[config.mk]
export PLATFORM = sky130hd
export DESIGN_NAME = uart_tx_fifo
export DESIGN_NICKNAME = d
export VERILOG_FILES = /design/src/rtl/uart_pkg.sv /design/src/rtl/sync_fifo.sv /design/src/rtl/uart_tx_fifo.sv
export SDC_FILE = /design/constraint.sdc
export NUM_CORES = 1
export LEC_CHECK = 0
export ABC_AREA = 0
export BUFFER_PORTS_ARGS = -buffer_cell sky130_fd_sc_hd__buf_2
export CAP_MARGIN = 20
export CORE_ASPECT_RATIO = 0.75
export CORE_MARGIN = 2
export CORE_UTILIZATION = 35
export DETAILED_ROUTE_END_ITERATION = 10
export GPL_TIMING_DRIVEN = 0
export SYNTH_ARGS = -nofsm -noshare
export SYNTH_HDL_FRONTEND = slang
export SYNTH_SLANG_ARGS = --single-unit
[constraint.sdc]
create_clock -name CLK -period 5.4 [get_ports CLK]
set_input_delay 0.54 -clock CLK [delete_from_list [all_inputs] [get_ports CLK]]
set_output_delay 0.54 -clock CLK [all_outputs]
set_load 0.01 [all_outputs]
[src/rtl/uart_pkg.sv]
// Shared constants for the UART transmit path.
package uart_pkg;

    localparam int unsigned UART_DATA_W = 8;
    localparam int unsigned FIFO_DEPTH  = 16;

    // Transmit FSM encoding
    localparam logic [1:0] ST_IDLE      = 2'd0;
    localparam logic [1:0] ST_LOAD      = 2'd1;
    localparam logic [1:0] ST_WAIT_ACK  = 2'd2;
    localparam logic [1:0] ST_WAIT_DONE = 2'd3;

endpackage

[src/rtl/sync_fifo.sv]
// Byte FIFO with separate occupancy counter and sticky overflow flag.
module sync_fifo
    import uart_pkg::*;
#(
    parameter int unsigned DEPTH  = FIFO_DEPTH,
    parameter int unsigned ADDR_W = $clog2(DEPTH)
) (
    input  logic                   clk,
    input  logic                   rst,
    input  logic                   push,
    input  logic [UART_DATA_W-1:0] wr_data,
    input  logic                   pop,
    input  logic                   clr_ovf,
    output logic [UART_DATA_W-1:0] rd_data_c,
    output logic                   full,
    output logic                   empty,
    output logic [ADDR_W:0]        count,
    output logic                   overflow
);

    localparam int unsigned CNT_W = ADDR_W + 1;

    logic [UART_DATA_W-1:0] mem_q [DEPTH];
    logic [ADDR_W-1:0]      wr_ptr_q, wr_ptr_d;
    logic [ADDR_W-1:0]      rd_ptr_q, rd_ptr_d;
    logic [CNT_W-1:0]       count_q, count_d;
    logic                   full_q, full_d;
    logic                   empty_q, empty_d;
    logic                   ovf_q, ovf_d;
    logic                   do_push, do_pop;

    // Accept/drop decision, pointer and count update; a pop frees the slot a full write needs
    always_comb begin
        do_pop   = pop && !empty_q;
        do_push  = push && (!full_q || do_pop);
        wr_ptr_d = wr_ptr_q;
        rd_ptr_d = rd_ptr_q;
        count_d  = count_q;
        ovf_d    = ovf_q;
        if (do_push) wr_ptr_d = wr_ptr_q + ADDR_W'(1);
        if (do_pop)  rd_ptr_d = rd_ptr_q + ADDR_W'(1);
        if (do_push && !do_pop)      count_d = count_q + CNT_W'(1);
        else if (!do_push && do_pop) count_d = count_q - CNT_W'(1);
        if (clr_ovf)            ovf_d = 1'b0;
        if (push && !do_push)   ovf_d = 1'b1;
        full_d  = (count_d == CNT_W'(DEPTH));
        empty_d = (count_d == CNT_W'(0));
    end

    // Control state registers
    always_ff @(posedge clk or posedge rst) begin
        if (rst) begin
            wr_ptr_q <= '0;
            rd_ptr_q <= '0;
            count_q  <= '0;
            full_q   <= 1'b0;
            empty_q  <= 1'b1;
            ovf_q    <= 1'b0;
        end else begin
            wr_ptr_q <= wr_ptr_d;
            rd_ptr_q <= rd_ptr_d;
            count_q  <= count_d;
            full_q   <= full_d;
            empty_q  <= empty_d;
            ovf_q    <= ovf_d;
        end
    end

    // Storage array; contents need no reset since count gates every read
    always_ff @(posedge clk) begin
        if (do_push) mem_q[wr_ptr_q] <= wr_data;
    end

    assign rd_data_c = mem_q[rd_ptr_q];
    assign full      = full_q;
    assign empty     = empty_q;
    assign count     = count_q;
    assign overflow  = ovf_q;

endmodule

[src/rtl/uart_tx_fifo.sv]
// Transmit buffer feeding the UART sender one byte per txen/txstatus handshake.
module uart_tx_fifo
    import uart_pkg::*;
#(
    parameter int unsigned DEPTH  = FIFO_DEPTH,
    parameter int unsigned ADDR_W = $clog2(DEPTH)
) (
    input  logic                   CLK,
    input  logic                   reset,
    input  logic                   wr_en,
    input  logic [UART_DATA_W-1:0] wr_data,
    input  logic                   clr_ovf,
    input  logic                   tx_status,
    output logic                   tx_en,
    output logic [UART_DATA_W-1:0] tx_data,
    output logic                   full,
    output logic                   empty,
    output logic [ADDR_W:0]        count,
    output logic                   busy,
    output logic                   overflow
);

    logic [1:0]             state_q, state_d;
    logic                   tx_en_q, tx_en_d;
    logic [UART_DATA_W-1:0] tx_data_q, tx_data_d;
    logic                   busy_q, busy_d;
    logic                   pop_c;
    logic [UART_DATA_W-1:0] rd_data_c;

    sync_fifo #(
        .DEPTH  (DEPTH),
        .ADDR_W (ADDR_W)
    ) u_fifo (
        .clk       (CLK),
        .rst       (reset),
        .push      (wr_en),
        .wr_data   (wr_data),
        .pop       (pop_c),
        .clr_ovf   (clr_ovf),
        .rd_data_c (rd_data_c),
        .full      (full),
        .empty     (empty),
        .count     (count),
        .overflow  (overflow)
    );

    // Handshake FSM; the byte is latched on the pop and held until the frame completes
    always_comb begin
        state_d   = state_q;
        tx_en_d   = 1'b0;
        tx_data_d = tx_data_q;
        pop_c     = 1'b0;
        case (state_q)
            ST_IDLE: begin
                if (!empty && tx_status) begin
                    state_d   = ST_LOAD;
                    pop_c     = 1'b1;
                    tx_data_d = rd_data_c;
                    tx_en_d   = 1'b1;
                end
            end
            ST_LOAD:      state_d = ST_WAIT_ACK;
            ST_WAIT_ACK:  if (!tx_status) state_d = ST_WAIT_DONE;
            ST_WAIT_DONE: if (tx_status)  state_d = ST_IDLE;
            default:      state_d = ST_IDLE;
        endcase
        busy_d = (state_d != ST_IDLE);
    end

    // FSM and output registers
    always_ff @(posedge CLK or posedge reset) begin
        if (reset) begin
            state_q   <= ST_IDLE;
            tx_en_q   <= 1'b0;
            tx_data_q <= '0;
            busy_q    <= 1'b0;
        end else begin
            state_q   <= state_d;
            tx_en_q   <= tx_en_d;
            tx_data_q <= tx_data_d;
            busy_q    <= busy_d;
        end
    end

    assign tx_en   = tx_en_q;
    assign tx_data = tx_data_q;
    assign busy    = busy_q;

endmodule

==> results.py <==
metrics = {
    "cells_and_area": {
        "layout-drive-gt1-share": 0.282,
        "fill_cells": 1587,
        "syn2layout_area_growth_pct": 17.4,
        "antenna_cells": 0,
        "finalNetCount": 433,
    },
    "synth": {
        "syn_avg_cell_area_um2": 17.6,
        "async_flop_share": 0.179,
        "synth_cell_types": 52,
        "synth_edf_count": 128,
        "ys_seq_elements": 156,
        "synth.top_cell.area_share": 0.606,
        "yosysWarnings": 0,
        "syn_area_um2": 6340,
        "syn_inst": 361,
        "syn-num-nets": 381,
        "yosys.area.top_type": "edfxtp_1",
        "ys.flop_type": "edfxtp_1",
        "yosys-top-cells-area": "edfxtp_1, dfrtp_1, mux4_2",
        "ys_seq_area_frac": 0.717,
    },
    "critical_path": {
        "startpoint_type": "flop",
        "ff2ff_path_depth": 6,
        "crit_path_max_incr_delay_ns": 0.70,
        "cp_cell_sequence": "or4b_4 -> buf_6 -> a21boi_4 -> nand2_1 -> nor3_1 -> buf_4",
        "regToRegSetupSlack_ns": 2.46,
        "cp.arrival_ns": 3.07,
        "cp.depth": 6,
        "cp_top_family": "simple AND/OR/NAND/NOR gates",
        "cpMaxStageDelayCell": "nor3_1",
        "worst-path-max-fanout": 10,
        "crit_buf_inv": 2,
        "endpoint_kind": "flop",
        "worst-setup-path-type": "flop to flop",
        "required_ns": 5.53,
    },
    "placed_design": {
        "io_buffer_count": 30,
        "pre_cts_slack_ns": 2.25,
        "dp_hpwl_mm": 8.87,
        "gp_congestion": 0.834,
    },
    "timing": {
        "rsz0062_at_grt": "false",
        "drv_slew": 0,
        "post-route-min-period_ns": 2.94,
        "tightest_slew_ns": 1.06,
        "maxSlewHeadroom": 0.293,
        "hold_violations": 0,
        "worst_slack_ns": 2.46,
        "clock_skew_ns": 0.00982,
        "post-route-period-util": 0.544,
        "tns_ns": 0,
        "setup_viol": 0,
        "max_freq_mhz": 340,
    },
    "floorplan": {
        "io-pin-count": 31,
        "coreArea_um2": 17700,
        "initial_core_util": 0.358,
        "rows": 42,
        "die_w_um": 159,
        "die_h_um": 121,
        "die-area_um2": 19200,
    },
    "routing": {
        "via_per_inst": 5.06,
        "antenna_left": 0,
        "wire_per_inst_um": 19.4,
        "first_iter_violations": 365,
        "drc": 0,
        "wirelength_mm": 13.0,
        "dr.pass1.iters": 4,
        "via_count": 3380,
    },
    "clock_network": {
        "cts_root_buffer": "clkbuf_16",
        "clk_pin_slew_ns": 0.06,
        "cts_setup_buffers": 0,
        "cts.sinks": 156,
        "hold_buffers": 0,
        "ctsHtreeMaxLevel": 4,
        "cts_buffer_depth": 2,
        "tritoncts": "built",
        "cts_resized": 0,
        "insertion_delay_ns": 0.42,
        "cts_buffers": 17,
    },
    "global_route": {
        "grt_pass1_wl_mm": 20.2,
        "grt_use_total": 0.145,
        "grt_overflow_total": 0,
        "antenna_found_initial": 0,
        "grt_max_degree": 17,
        "grt_pass1_vias": 3547,
    },
    "worst_hold_path": {
        "hold_class": "input port to async pin",
    },
    "pwr": {
        "power.density_nw_per_um2": 523,
        "leakage_nw": 2.59,
        "max-vdd-ir-drop_mv": 0.246,
    },
    "flow_run": {
        "drv_cap": 0,
    },
    "run_status": {
        "status": "complete, no violations",
    },
}
==> report_power, final <==
part	internal (mW)	leakage [nW]	total [mW]	switching (mW)
Combinational	0.475	0.799	1.09	0.616
Sequential	1.50	1.50	1.60	0.0994
Clock	0.699	0.294	1.20	0.501
Total	2.67	2.59	3.89	1.22
==> cell usage after synthesis, types with 3 or more instances <==
library cell / count
a22oi_1: 7
buf_2: 7
buf_6: 3
clkbuf_1: 8
dfrtp_1: 27
edfxtp_1: 128
ha_1: 7
inv_1: 7
mux2_2: 7
mux2i_1: 14
mux4_2: 26
nand2_1: 17
nand2b_1: 5
nand3_1: 6
nand4_1: 5
nor2_1: 18
nor2b_1: 7
nor3_1: 4
nor4_1: 3
o21ai_0: 10
xnor2_1: 8
==> cell type report <==
cell class | count | area, um^2 | area share
sequential | 156 | 4550 | 0.611
multi-input combinational | 177 | 1660 | 0.223
clock buffer | 18 | 429 | 0.0577
tap | 242 | 303 | 0.0407
timing repair buffer | 33 | 193 | 0.0259
clock inverter | 14 | 168 | 0.0225
buffer | 20 | 106 | 0.0143
inverter | 8 | 35.0 | 0.00471
==> state kept, by name (all words and copies together) (netlist names), 2 cells and up <==
name,count
u_fifo.count,5
u_fifo.rd_ptr_q,4
u_fifo.wr_ptr_q,4
state_q,2
u_fifo.mem_q,128
tx_data,8
==> path summary, 6_finish.rpt <==
kind,start,to
max,state_q[1]$_DFF_PP0_,u_fifo.mem_q[2][1]$_DFFE_PP_
min,reset,u_fifo.wr_ptr_q[1]$_DFFE_PP0P_
max reg2reg,state_q[1]$_DFF_PP0_,u_fifo.mem_q[2][1]$_DFFE_PP_
min reg2reg,tx_data[2]$_DFFE_PP0N_,tx_data[2]$_DFFE_PP0N_
max in group asynchronous,reset,u_fifo.empty$_DFF_PP1_
min in group CLK,clr_ovf,u_fifo.overflow$_DFFE_PP0P_
==> per-stage QoR <==
step           utilization  std cells  cell area, um^2  hold slack [ns]  power [mW]
6_report             0.420        668             7440            0.244        3.89
5_1_grt              0.420        668             7440            0.286        4.09
4_1_cts              0.420        668             7440            0.263        3.93
3_5_place_dp         0.387        636             6850            0.488        2.72
3_3_place_gp         0.384        633             6790            0.472        2.69
2_1_floorplan            -        361             6340            0.489        2.37
==> cells by family (layout without fill, tap and decap cells) <==
| logic type | after synthesis | in the layout | synth area share |
|---|---|---|---|
| DFF | 156 | 156 | 0.717 |
| and+or+nand+nor | 80 | 80 | 0.0689 |
| muxes | 47 | 47 | 0.127 |
| AOI/OAI and AO/OA | 35 | 35 | 0.0401 |
| buffers and inverters | 28 | 93 | 0.0223 |
| xor gates and xnor gates | 8 | 8 | 0.0111 |
| adders and majority gates | 7 | 7 | 0.0138 |
==> placed cells by master (no fill, tap or decap), types with 2 or more instances in the layout <==
cell type,synthesis,routed
clkinv_4,1,3
inv_1,7,7
a22oi_1,7,7
dfrtp_1,27,27
buf_1,2,2
nand2b_1,5,5
o22ai_1,2,2
nand2_1,17,17
nor2b_1,7,7
mux2_2,7,7
nand3_1,6,6
nor3_2,0,2
edfxtp_1,128,128
inv_6,0,9
a211oi_1,2,2
a211oi_2,2,2
o21ai_0,10,10
nor3_1,4,2
a211o_1,2,2
nor4_1,3,3
nand4_1,5,5
o21ai_1,2,2
mux2i_1,14,14
buf_6,3,3
bufinv_16,0,2
clkbuf_16,0,17
clkbuf_1,8,9
xnor2_1,8,8
mux4_2,26,26
nor2_1,18,18
ha_1,7,7
buf_2,7,37
buf_4,0,2
==> routing by layer <==
layer	global-route usage	routed length, um	vias up
met5	0	0	-
met4	0.0483	141	0
met3	0.0473	865	11
met2	0.220	5940	108
met1	0.199	6030	1740
li1	-	-	1521
(Power assumes the default switching activity.)
